### config.mk
export PLATFORM = sky130hd
export DESIGN_NAME = mem_stage_flat
export DESIGN_NICKNAME = d
export VERILOG_FILES = /design/src/rtl/mem_stage_if.sv /design/src/rtl/mem_stage.sv /design/src/flat_wrapper.sv
export SDC_FILE = /design/constraint.sdc
export NUM_CORES = 1
export LEC_CHECK = 0
export ABC_AREA = 1
export CAP_MARGIN = 30
export CORE_MARGIN = 2
export CORE_UTILIZATION = 36
export CTS_CLUSTER_DIAMETER = 150
export DETAILED_ROUTE_END_ITERATION = 7
export PLACE_DENSITY = 0.77
export REMOVE_ABC_BUFFERS = 1
export SYNTH_ARGS = -nofsm -noshare
export SYNTH_HDL_FRONTEND = slang
export SYNTH_SLANG_ARGS = --single-unit
### constraint.sdc
create_clock -name clk -period 1.56 [get_ports clk]
set_input_delay 0.312 -clock clk [delete_from_list [all_inputs] [get_ports clk]]
set_output_delay 0.312 -clock clk [all_outputs]
set_load 0.01 [all_outputs]
### src/rtl/mem_stage_if.sv
// EX->MEM->WB stage bundle: stall vector, EX bus, HI/LO, SRAM read data and stage outputs.
// Build with MEM_ALIGN_CHK_EN defined to add the mem_addr_err signal.
interface mem_stage_if #(
  parameter int EX_TO_MEM_WD = 79,
  parameter int MEM_TO_WB_WD = 70,
  parameter int HILO_WD      = 66
);
  logic [5:0]              stall;
  logic [EX_TO_MEM_WD-1:0] ex_to_mem_bus;
  logic [HILO_WD-1:0]      ex_hilo;
  logic [31:0]             data_sram_rdata;
  logic [MEM_TO_WB_WD-1:0] mem_to_wb_bus;
  logic [37:0]             mem_fwd;
  logic [HILO_WD-1:0]      mem_hilo;
  logic                    mem_is_load;
`ifdef MEM_ALIGN_CHK_EN
  logic                    mem_addr_err;
`endif

  modport master (
    output stall, ex_to_mem_bus, ex_hilo, data_sram_rdata,
    input  mem_to_wb_bus, mem_fwd, mem_hilo, mem_is_load
`ifdef MEM_ALIGN_CHK_EN
    , input mem_addr_err
`endif
  );

  modport slave (
    input  stall, ex_to_mem_bus, ex_hilo, data_sram_rdata,
    output mem_to_wb_bus, mem_fwd, mem_hilo, mem_is_load
`ifdef MEM_ALIGN_CHK_EN
    , output mem_addr_err
`endif
  );
endinterface

### src/rtl/mem_stage.sv
// MEM pipeline stage: registers the EX bus and HI/LO bundle, extracts/extends load data.
// Optional MEM_ALIGN_CHK_EN adds misaligned-access detection that squashes RF/HI/LO writes.
module mem_stage #(
  parameter int EX_TO_MEM_WD = 79,
  parameter int MEM_TO_WB_WD = 70,
  parameter int HILO_WD      = 66
) (
  input logic         clk,
  input logic         rst,
  mem_stage_if.slave  bus_if
);

  logic [EX_TO_MEM_WD-1:0] bus_q, bus_d;
  logic [HILO_WD-1:0]      hilo_q, hilo_d;

  // MEM stalled while WB runs inserts a bubble; both stalled holds.
  always_comb begin
    bus_d  = bus_q;
    hilo_d = hilo_q;
    if (bus_if.stall[3] && !bus_if.stall[4]) begin
      bus_d  = '0;
      hilo_d = '0;
    end else if (!bus_if.stall[3]) begin
      bus_d  = bus_if.ex_to_mem_bus;
      hilo_d = bus_if.ex_hilo;
    end
  end

  always_ff @(posedge clk) begin
    if (rst) begin
      bus_q  <= '0;
      hilo_q <= '0;
    end else begin
      bus_q  <= bus_d;
      hilo_q <= hilo_d;
    end
  end

  logic [2:0]  load_op_q;
  logic [31:0] pc_q;
  logic        data_ram_en_q;
  logic [3:0]  data_sram_wen_q;
  logic        sel_rf_res_q;
  logic        rf_we_q;
  logic [4:0]  rf_waddr_q;
  logic [31:0] ex_result_q;
  logic [1:0]  addr_lo;

  assign load_op_q       = bus_q[78:76];
  assign pc_q            = bus_q[75:44];
  assign data_ram_en_q   = bus_q[43];
  assign data_sram_wen_q = bus_q[42:39];
  assign sel_rf_res_q    = bus_q[38];
  assign rf_we_q         = bus_q[37];
  assign rf_waddr_q      = bus_q[36:32];
  assign ex_result_q     = bus_q[31:0];
  assign addr_lo         = ex_result_q[1:0];

  logic [7:0]  byte_lane;
  logic [15:0] half_lane;
  logic [31:0] load_data;

  always_comb begin
    byte_lane = '0;
    case (addr_lo)
      2'd0:    byte_lane = bus_if.data_sram_rdata[7:0];
      2'd1:    byte_lane = bus_if.data_sram_rdata[15:8];
      2'd2:    byte_lane = bus_if.data_sram_rdata[23:16];
      default: byte_lane = bus_if.data_sram_rdata[31:24];
    endcase
    half_lane = addr_lo[1] ? bus_if.data_sram_rdata[31:16] : bus_if.data_sram_rdata[15:0];

    load_data = '0;
    if (data_ram_en_q) begin
      case (load_op_q)
        3'b001:  load_data = {{24{byte_lane[7]}}, byte_lane};
        3'b010:  load_data = {24'd0, byte_lane};
        3'b011:  load_data = {{16{half_lane[15]}}, half_lane};
        3'b100:  load_data = {16'd0, half_lane};
        default: load_data = bus_if.data_sram_rdata;
      endcase
    end
  end

  logic addr_err;

`ifdef MEM_ALIGN_CHK_EN
  logic is_store, word_acc, half_acc;
  // Store width comes from the byte-enable count; load width from load_op.
  always_comb begin
    is_store = |data_sram_wen_q;
    if (is_store) begin
      word_acc = ($countones(data_sram_wen_q) == 4);
      half_acc = ($countones(data_sram_wen_q) == 2);
    end else begin
      half_acc = (load_op_q == 3'b011) || (load_op_q == 3'b100);
      word_acc = !half_acc && (load_op_q != 3'b001) && (load_op_q != 3'b010);
    end
    addr_err = data_ram_en_q &
               ((word_acc & (addr_lo != 2'b00)) | (half_acc & addr_lo[0]));
  end
  assign bus_if.mem_addr_err = addr_err;
`else
  assign addr_err = 1'b0;
`endif

  logic [31:0] rf_wdata;
  logic        rf_we_out;

  assign rf_wdata  = sel_rf_res_q ? load_data : ex_result_q;
  assign rf_we_out = rf_we_q & ~addr_err;

  assign bus_if.mem_to_wb_bus = {pc_q, rf_we_out, rf_waddr_q, rf_wdata};
  assign bus_if.mem_fwd       = {rf_we_out, rf_waddr_q, rf_wdata};
  assign bus_if.mem_hilo      = {hilo_q[65] & ~addr_err, hilo_q[64] & ~addr_err, hilo_q[63:0]};
  assign bus_if.mem_is_load   = data_ram_en_q & sel_rf_res_q;

  logic unused_bits;
  assign unused_bits = ^{bus_if.stall[5], bus_if.stall[2:0], data_sram_wen_q};

endmodule
### src/flat_wrapper.sv
// flat-port wrapper written by rule: the top's interface ports become plain ports
module mem_stage_flat 
#(
  parameter int EX_TO_MEM_WD = 79,
  parameter int MEM_TO_WB_WD = 70,
  parameter int HILO_WD      = 66
)
  (clk, rst, bus_if_stall, bus_if_ex_to_mem_bus, bus_if_ex_hilo, bus_if_data_sram_rdata, bus_if_mem_to_wb_bus, bus_if_mem_fwd, bus_if_mem_hilo, bus_if_mem_is_load);
  mem_stage_if #(.EX_TO_MEM_WD(EX_TO_MEM_WD), .MEM_TO_WB_WD(MEM_TO_WB_WD), .HILO_WD(HILO_WD)) bus_if_i ();
  input logic clk;
  input logic rst;
  input wire logic [$bits(bus_if_i.stall)-1:0] bus_if_stall;
  input wire logic [$bits(bus_if_i.ex_to_mem_bus)-1:0] bus_if_ex_to_mem_bus;
  input wire logic [$bits(bus_if_i.ex_hilo)-1:0] bus_if_ex_hilo;
  input wire logic [$bits(bus_if_i.data_sram_rdata)-1:0] bus_if_data_sram_rdata;
  output wire logic [$bits(bus_if_i.mem_to_wb_bus)-1:0] bus_if_mem_to_wb_bus;
  output wire logic [$bits(bus_if_i.mem_fwd)-1:0] bus_if_mem_fwd;
  output wire logic [$bits(bus_if_i.mem_hilo)-1:0] bus_if_mem_hilo;
  output wire logic [$bits(bus_if_i.mem_is_load)-1:0] bus_if_mem_is_load;
  assign bus_if_i.stall = bus_if_stall;
  assign bus_if_i.ex_to_mem_bus = bus_if_ex_to_mem_bus;
  assign bus_if_i.ex_hilo = bus_if_ex_hilo;
  assign bus_if_i.data_sram_rdata = bus_if_data_sram_rdata;
  assign bus_if_mem_to_wb_bus = bus_if_i.mem_to_wb_bus;
  assign bus_if_mem_fwd = bus_if_i.mem_fwd;
  assign bus_if_mem_hilo = bus_if_i.mem_hilo;
  assign bus_if_mem_is_load = bus_if_i.mem_is_load;
  mem_stage #(.EX_TO_MEM_WD(EX_TO_MEM_WD), .MEM_TO_WB_WD(MEM_TO_WB_WD), .HILO_WD(HILO_WD)) u_core (.clk(clk), .rst(rst), .bus_if(bus_if_i));
endmodule
==> results.md, run 1 <==
* Hold crit path type: in -> reg
* Initial antenna violation count at 2
* WL/cell at roughly 15 um
* Dpl cells at 1524
* Ports at 360
* VDD IR max at 0.000766 V
* DRC errors left at 0
* CTS hold repair buffers at 0
* Cells after Synth at a little over 1k
* TritonRoute pass-1 iters at 5
* Max-capacitance violation count at 0
* Setup-failing EPs final at 64
* Critical path startpoint category: register
* Static Leak at 5.25 nW
* H-tree Lvls at 4
* Routed Antenna Nets at 0
* Power Density at 881 nW/um^2
* Vias in the first global route at 7088
* Final Hold Viols at 0
* Async SR Flop Fraction at 0%
* Slew margin rel. at between 70 and 80%
* Setup CP Type: reg -> out
* Via count at 7473
* Seq/Total Area, Yosys at 41.0%
* Worst-Skew Late Latency at 0.41 ns
* Count of input and output buffers at 351
* Fin crit period at 2.23 ns
* Fillers at 1735
* WL final at 23.9 mm
* Mapped Area at 6880 sq um
* Iter 0 DRT Violations at roughly 460
* Syn Area/Cell at 6.64 sq um
* Worst Path Required at 1.25 ns
* Final instance area at 11100 sq um
* Clk buf depth at 2
* Failing checks: negative setup slack
* Largest net degree at the start of global routing at 78
* Area of the multi-input gates at 3280 sq um
* CTS tree: yes
* Outcome: complete, but fails checks
* Setup TNS at -38.16 ns
* Post-Route Utilization at between 50% and 60%
* Congestion Overflow GR at 0
* Synth Register Bits at 141
* Detailed-route vias per instance at 4.74
* CORE AREA at roughly 19000 sq um
* Area growth from synthesis to layout at 61.4%
* RSZ-0062 raised after global routing: yes
* Die extent in x at about 140 um
* Num rows at 50
* Synth cell types at 21
* First-pass GRT wire length at 36.1 mm
* Worst Setup End Kind: output pin
* Final Slew Violations at 0
* Clk_skew at 0 ns
* Max Fclk at 0.449 GHz
* TritonCTS Sinks at 141
* Reg clk slew, reported paths at ~0.07 ns
* Worst EP arrival at 1.92 ns
* CTS Buf Count at 17
* Number of synthesis warnings at 0
* Top_reg_cell synth: dfxtp_1
* Root buffer cell: clkbuf_16
* GP Congestion at approximately 0.91
* Total GRT Usage at around 23%
* Critical path peak fanout at 6
* Register area at approximately 2800 sq um
* Slew @ Worst Pin at 0.412 ns
* Initial core utilization at 36.8%
* Full die area at 20200 sq um
* Fin worst setup slack at -0.669 ns
* # nets final at 1513
* Final Non-Filler Cells at 1575
* Die Ht at 142 um
* Share of cells above drive strength 1 at 17.4%
* Final Cycle Share at 143%
* EDFF count, synth at 0
* HPWL Detailed at 16.5 mm
* Cell area after placement at between 10000 and 15000 sq um
-- cell families after synthesis --
kind of cell | count (synthesis) | synth area share [%]
and+or+nand+nor | 524 | 30.3
AOI/OAI and AO/OA | 188 | 13.8
DFF | 141 | 41.0
buffers and inverters | 183 | 14.9
-- path summary, 6_finish.rpt --
kind	startpoint	to	slack (ns)	cells past startpoint
setup / recovery	u_core.bus_q[77]	bus_if_mem_fwd[21]	-0.67	11
hold reg to reg	u_core.bus_if.mem_hilo[46]	u_core.bus_if.mem_hilo[46]	0.46	2
hold / removal	bus_if_stall[3]	u_core.bus_if.mem_hilo[30]	0.43	4
setup reg to reg	u_core.bus_q[0]	u_core.bus_q[0]	0.61	3
-- cell usage after synthesis, types with 2 or more instances --
library cell  count  area [sq um]
nor2_2            2          12.5
nand3_1          22           110
nand2_1         473          1780
inv_1            39           146
nand3_2           3          30.0
nor2_4            2          22.5
buf_1             2          7.51
buf_2            18          90.1
buf_6             2          22.5
nor2_1           17          63.8
nand2_4           3          33.8
o21ai_0           7          35.0
dfxtp_1         141          2820
a21oi_1         180           901
clkbuf_1         37           139
buf_4            80           601
inv_2             4          15.0
-- layout make-up --
class                   count  area share (%)
diodes                      1          0.0225
clock buffers              17            3.83
clock inverters            14            1.22
inverters                  44            1.59
multi-input cells         713            29.6
flip-flops and latches    141            25.6
well taps                 234            2.64
repair buffers            411            35.6
-- cells in the final DEF, fill, tap and decap left out, types with 27 or more instances in the layout --
master and count:
a21oi_1 171, buf_2 30, dlygate4sd2_1 110, buf_6 44, clkdlybuf4s50_1 175, buf_4 34, nand2_2 27, dfxtp_1 135
inv_1 36, nand2_1 442
-- critical path: stages (launching register included) --
cell and delay (ns):
dfxtp_4 0.38, nor2_4 0.11, nand2_2 0.06, nand2_4 0.09
nor2_8 0.05, buf_6 0.13, buf_12 0.13, buf_16 0.14
a21oi_4 0.13, nand2_1 0.08, nand2_1 0.08, buf_2 0.13
-- per-layer routing --
metal,up-vias,part of all wire [%],track usage (%)
met5,-,0.059,0
li1,3758,-,-
met1,3338,37,24.5
met3,47,10,9.02
met2,326,49,39.0
met4,4,3.2,9.53
-- registers in the layout, summed over array words and instances, names as in the netlist --
signal	flops
u_core.bus_q	75
u_core.bus_if.mem_hilo	66
-- timing repair --
action	CTS	global route
gates cloned	3	0
endpoints found under the hold margin	0	0
endpoints found under the setup margin	175	64
pin swaps	24	14
setup buffers	16	2
gates resized for setup	451	40
-- power by group --
group | internal (mW) | switching [mW] | total (mW)
clock | 2.22 | 1.69 | 3.91
sequential | 3.77 | 0.0932 | 3.86
combinational | 1.06 | 0.957 | 2.01
-- metrics by stage --
stage               setup WS (ns)  hold slack, ns  power (mW)
finish                     -0.669           0.434        9.79
global placement           -0.914           0.445        5.81
detailed placement         -0.927           0.450        5.83
global route               -0.758           0.441        10.2
floorplan                   -2.45           0.443        4.60
CTS                        -0.678           0.423        9.83
No activity file was read; power rests on OpenSTA's default activity.
==> run 2: changes to the inputs <==
GPL_TIMING_DRIVEN = 0   (was unset)
SLEW_MARGIN = 20   (was unset)
==> results.md, run 2 (synthesized netlist as in run 1, its figures left out) <==
* Outcome: complete, but fails checks
* Failing checks: negative setup slack
* Reg with most FFs: u_core.bus_q
* Fin crit period at 2.33 ns
* Ports at 360
* Static Leak at roughly 5.5 nW
* CTS tree: yes
* Iter 0 DRT Violations at 629
* Die Ht at 142 um
* Fillers at 1586
* Num rows at 50
* Area growth from synthesis to layout at 70.5%
* H-tree Lvls at 4
* TritonCTS Sinks at approximately 140
* GP Congestion at roughly 0.85
* Count of input and output buffers at 351
* WL final at around 28 mm
* Worst Path Required at about 1.3 ns
* Max FFs per register at 75
* WHS at 0.260 ns
* Detailed-route vias per instance at between 5 and 6
* Root buffer cell: clkbuf_16
* Critical path startpoint category: register
* Final instance area at 11700 sq um
* Setup-failing EPs final at 64
* Initial core utilization at 36.8%
* Largest net degree at the start of global routing at between 80 and 90
* Final Hold Viols at 0
* TritonRoute pass-1 iters at 7
* VDD IR max at 0.000681 V
* WL/cell at 17.7 um
* Congestion Overflow GR at 0
* Final Slew Violations at 0
* Fin worst setup slack at -0.771 ns
* HPWL Detailed at 16.3 mm
* Register area at about 2800 sq um
* Max-capacitance violation count at 0
* CORE AREA at 18700 sq um
* Area of the multi-input gates at 3580 sq um
* Slew margin rel. at 72.6%
* DRC errors left at 0
* Worst EP arrival at 2.02 ns
* Total GRT Usage at about 25%
* Share of cells above drive strength 1 at 21.5%
* Power Density at 886 nW/um^2
* CTS Buf Count at 17
* Most frequent cells in the layout: nand2_1 (411), clkdlybuf4s50_1 (175), a21oi_1 (166), dfxtp_1 (134), dlygate4sd2_1 (111)
* Vias in the first global route at 7670
* Worst Setup End Kind: output pin
* Hold crit path type: in -> reg
* Cell area after placement at 10100 sq um
* Clk_skew at 0 ns
* Setup CP Type: reg -> out
* First-pass GRT wire length at ~40 mm
* Via count at 8053
* Die extent in x at 142 um
* Slew @ Worst Pin at 0.411 ns
* Initial antenna violation count at 1
* Clk buf depth at 2
* Final Cycle Share at 149%
* Reg clk slew, reported paths at 0.07 ns
* Max Fclk at 0.429 GHz
* CTS hold repair buffers at 0
* Routed Antenna Nets at 0
* # nets final at 1527
* Commonest non-fill, non-tap cell in the layout: nand2_1
* Full die area at 20200 sq um
* RSZ-0062 raised after global routing: yes
* Critical path peak fanout at 7
* Worst-Skew Late Latency at 0.41 ns
==> run 2: cell count changes in the layout (fill, tap and decap cells not counted), sizes merged, moves of 2 or more <==
cell / change
clkdlybuf4s15: -2
nor2: +5
buf: +6
bufbuf: +3
==> run 2: path summary, 6_finish.rpt <==
kind                            slack [ns]                        from                    endpoint  cells after the start
worst min-delay path                  0.26             bus_if_stall[3]            u_core.bus_q[25]                      3
worst max register to register        0.77             u_core.bus_q[0]             u_core.bus_q[0]                      2
worst max-delay path                 -0.77            u_core.bus_q[77]     bus_if_mem_to_wb_bus[9]                     10
worst min register to register        0.46  u_core.bus_if.mem_hilo[45]  u_core.bus_if.mem_hilo[45]                      2
==> run 2: what timing repair did <==
item,4_1_cts,5_1_grt
resized for setup,489,102
endpoints found under the setup margin,311,93
buffers inserted,47,10
pin swaps,37,39
cloned,9,2
==> run 2: metal layers <==
layer	vias up	GRT usage (%)	wire length [um]
li1	3801	-	-
met1	3633	27.4	9930
met3	120	8.85	3050
met2	497	43.7	14000
met4	2	12.7	1150
met5	-	0	33
==> run 2: metrics by stage <==
stage,cells,power (mW),setup TNS (ns),utilization [%],worst slack [ns]
after floorplan,897,4.60,-374.60,-,-2.45
after global placement,1482,5.74,-1820.30,52.5,-12.31
after detailed placement,1492,5.78,-172.64,53.8,-1.21
after CTS,1579,10.2,-41.66,60.0,-0.734
after global routing,1589,10.8,-49.00,62.7,-0.823
final,1590,10.4,-44.31,62.7,-0.771
==> run 2: final cells by class <==
cell class	count	area share (%)
clock buffer	18	3.66
inverter	44	1.72
timing repair buffer	419	35.9
tap	234	2.50
clock inverter	14	1.46
multi-input combinational	719	30.5
antenna	1	0.0213
sequential	141	24.2
==> run 2: worst max-delay path: stages (launching register included) <==
cell        delay, ns
dfxtp_4          0.44
inv_4            0.05
nand3_4          0.10
nand2_8          0.09
nor2_8           0.15
clkinvlp_4       0.19
buf_6            0.17
nand3_2          0.08
nand2_2          0.11
nand2_4          0.11
buf_6            0.10
==> run 2: power breakdown <==
part           switching, mW  internal (mW)  total (mW)
sequential             0.100           3.77        3.87
combinational           1.12           1.19        2.30
clock                   1.80           2.43        4.22
total                   3.01           7.38        10.4
==> run 3: changes to the inputs <==
ABC_AREA = unset   (was 1)
CAP_MARGIN = 20   (was 30)
CORE_UTILIZATION = 35   (was 36)
PLACE_DENSITY = 0.76   (was 0.77)
==> results.md, run 3 <==
* TritonRoute pass-1 iters at 4
* Setup CP Type: in -> out
* Synth Register Bits at 141
* Slew margin rel. at 65.6%
* Pre-CTS WS at -2.05 ns
* WL final at 23.0 mm
* Seq/Total Area, Yosys at between 40% and 50%
* WL/cell at 18.3 um
* Detailed-route vias per instance at 4.92
* Worst-path cell chain: clkdlybuf4s50_1 -> mux4_2 -> o311a_4 -> buf_6 -> a21oi_4 -> o22ai_4 -> buf_2
* Iter 0 DRT Violations at 273
* Failing checks: negative setup slack
* CTS Buf Count at 17
* Largest net degree at the start of global routing at 72
* DRC errors left at 0
* Total GRT Usage at 22.1%
* Reg with most FFs: u_core.bus_q
* # nets final at 1193
* Most frequent cell after synthesis: nor2_1
* Max Fclk at between 0.3 and 0.4 GHz
* Routed Antenna Nets at 0
* CP peak stage delay at around 0.52 ns
* Count of input and output buffers at roughly 350
* Cell area after placement at ~9700 sq um
* H-tree Lvls at 4
* Static Leak at around 5 nW
* Initial core utilization at 35.3%
* Worst hold start: bus_if_stall[3]
* Reg2Reg Capture Point: u_core.bus_q[38]
* Hold crit path type: in -> reg
* Synth cell types at 31
* GP Congestion at 0.786
* Post-synth top cells: nor2_1 (158), mux2i_1 (143), dfxtp_1 (141), buf_4 (77), o22ai_1 (38)
* Num rows at 50
* CORE AREA at 18600 sq um
* EDFF count, synth at 0
* Flop2flop setup slack at 0.24 ns
* Fillers at between 1.5k and 2k
* Slew @ Worst Pin at 0.516 ns
* Cell taking the most area after synthesis: dfxtp_1
* Critical path peak fanout at 4
* Reg clk slew, reported paths at 0.07 ns
* Fin crit period at ~2.5 ns
* Mapped Area at between 6000 and 7000 sq um
* Initial antenna violation count at 0
* Max-capacitance violation count at 0
* Ports at 360
* First-pass GRT wire length at between 30 and 40 mm
* Worst Path Required at about 1.3 ns
* Final instance area at 11100 sq um
* Max FFs per register at 75
* Vias in the first global route at around 6.1k
* Number of synthesis warnings at 0
* Power Density at 912 nW/um^2
* Setup-failing EPs final at 65
* Final Cycle Share at 163%
* CTS tree: yes
* Setup TNS at -55.19 ns
* CP max-delay cell: mux4_2
* WHS at ~0.39 ns
* Syn Area/Cell at 9.26 sq um
* Worst EP arrival at between 2 and 2.5 ns
* Ant. Diodes at 0
* Hold Path Sink: u_core.bus_q[7]
* Async SR Flop Fraction at 0%
* Die extent in x at 141 um
* Root buffer cell: clkbuf_16
* Cells after Synth at 709
* RSZ-0062 raised after global routing: yes
* Fin worst setup slack at -0.981 ns
* VDD IR max at a little under 0.0007 V
* R2R depth at 4
* Hold path depth at 3
* HPWL Detailed at 14.6 mm
* Outcome: complete, but fails checks
* Congestion Overflow GR at 0
* Commonest non-fill, non-tap cell in the layout: clkdlybuf4s50_1
* Area growth from synthesis to layout at 68.8%
* Final Hold Viols at 0
* Area of the multi-input gates at 3490 sq um
* Register area at 2840 sq um
* Critical path startpoint category: input pin
* Yosys top cell area share at between 40% and 50%
* Share of cells above drive strength 1 at 24.7%
* Die Ht at 141 um
* Top_reg_cell synth: dfxtp_1
* TritonCTS Sinks at 141
* Worst-Skew Late Latency at 0.41 ns
* Via count at 6177
* Reg2reg start: u_core.bus_q[38]
* Final Slew Violations at 0
* Clk_skew at 0 ns
* Full die area at 19900 sq um
* Area contributors post-synth: dfxtp_1 (43%), mux2i_1 (22%), nor2_1 (9.0%)
* Clk buf depth at 2
* Worst Setup End Kind: output pin
* Most frequent cells in the layout: clkdlybuf4s50_1 (174), nor2_1 (155), mux2i_1 (141), dfxtp_1 (134), dlygate4sd2_1 (110)
[run 3: logic make-up (layout without fill, tap and decap cells)]
kind of cell              count (synthesis)  after routing  synth area share [%]
DFF                                     141            141                  43.0
and+or+nand+nor                         172            173                  10.3
xor gates and xnor gates                  1              1                 0.133
buffers and inverters                   160            470                  14.2
AOI/OAI and AO/OA                        77             78                  7.81
muxes                                   158            158                  24.5
[run 3: worst max path at each step]
| stage | from | endpoint | slack (ns) | cells after the start |
|---|---|---|---|---|
| final | bus_if_data_sram_rdata[23] | bus_if_mem_fwd[14] | -0.98 | 7 |
| after global placement | bus_if_stall[3] | u_core.bus_if.mem_hilo[2] | -9.48 | 3 |
| after CTS | u_core.bus_q[1] | bus_if_mem_to_wb_bus[14] | -1.01 | 6 |
| after detailed placement | u_core.bus_q[38] | bus_if_mem_to_wb_bus[20] | -2.05 | 4 |
| after global routing | u_core.bus_q[1] | bus_if_mem_to_wb_bus[29] | -1.01 | 8 |
| after floorplan | bus_if_stall[4] | u_core.bus_if.mem_hilo[0] | -1.21 | 3 |
[run 3: metal layers]
layer  global-route usage, %  wire length [um]  up-vias
li1                        -                 -     2926
met4                    8.47               618        0
met1                    24.8              8850     2915
met2                    38.6             11600      290
met5                       0                 0        -
met3                    7.71              1970       46
[run 3: per-stage QoR]
step,cells,util [%],power (mW)
3_3_place_gp,1169,51.5,5.97
5_1_grt,1255,59.6,10.5
6_report,1255,59.6,10.1
3_5_place_dp,1172,52.0,5.84
4_1_cts,1250,58.1,10.0
2_1_floorplan,584,-,4.65
[run 3: area by class of cell]
type	count	share of cell area, %
repair buffers	403	33.6
multi-input cells	410	31.5
flip-flops and latches	141	25.7
clock buffers	18	3.96
well taps	234	2.64
clock inverters	14	1.39
inverters	35	1.19
[run 3: power breakdown]
part           internal, mW  leakage (nW)  total, mW  switching (mW)
logic                  1.17          3.70       2.14           0.967
registers              3.78          1.16       3.88          0.0959
clock network          2.31         0.290       4.09            1.79
[run 3: critical path: cells and delay by family]
kind | cells | cell delay, ns
buffers and inverters | 3 | 0.81
muxes | 1 | 0.52
AOI/OAI and AO/OA | 3 | 0.58
[run 3: what timing repair did]
action,4_1_cts,5_1_grt
buffers inserted,43,5
endpoints found under the setup margin,294,65
gates cloned,3,0
hold buffers,0,0
gates resized for setup,446,80
pin swaps,23,19
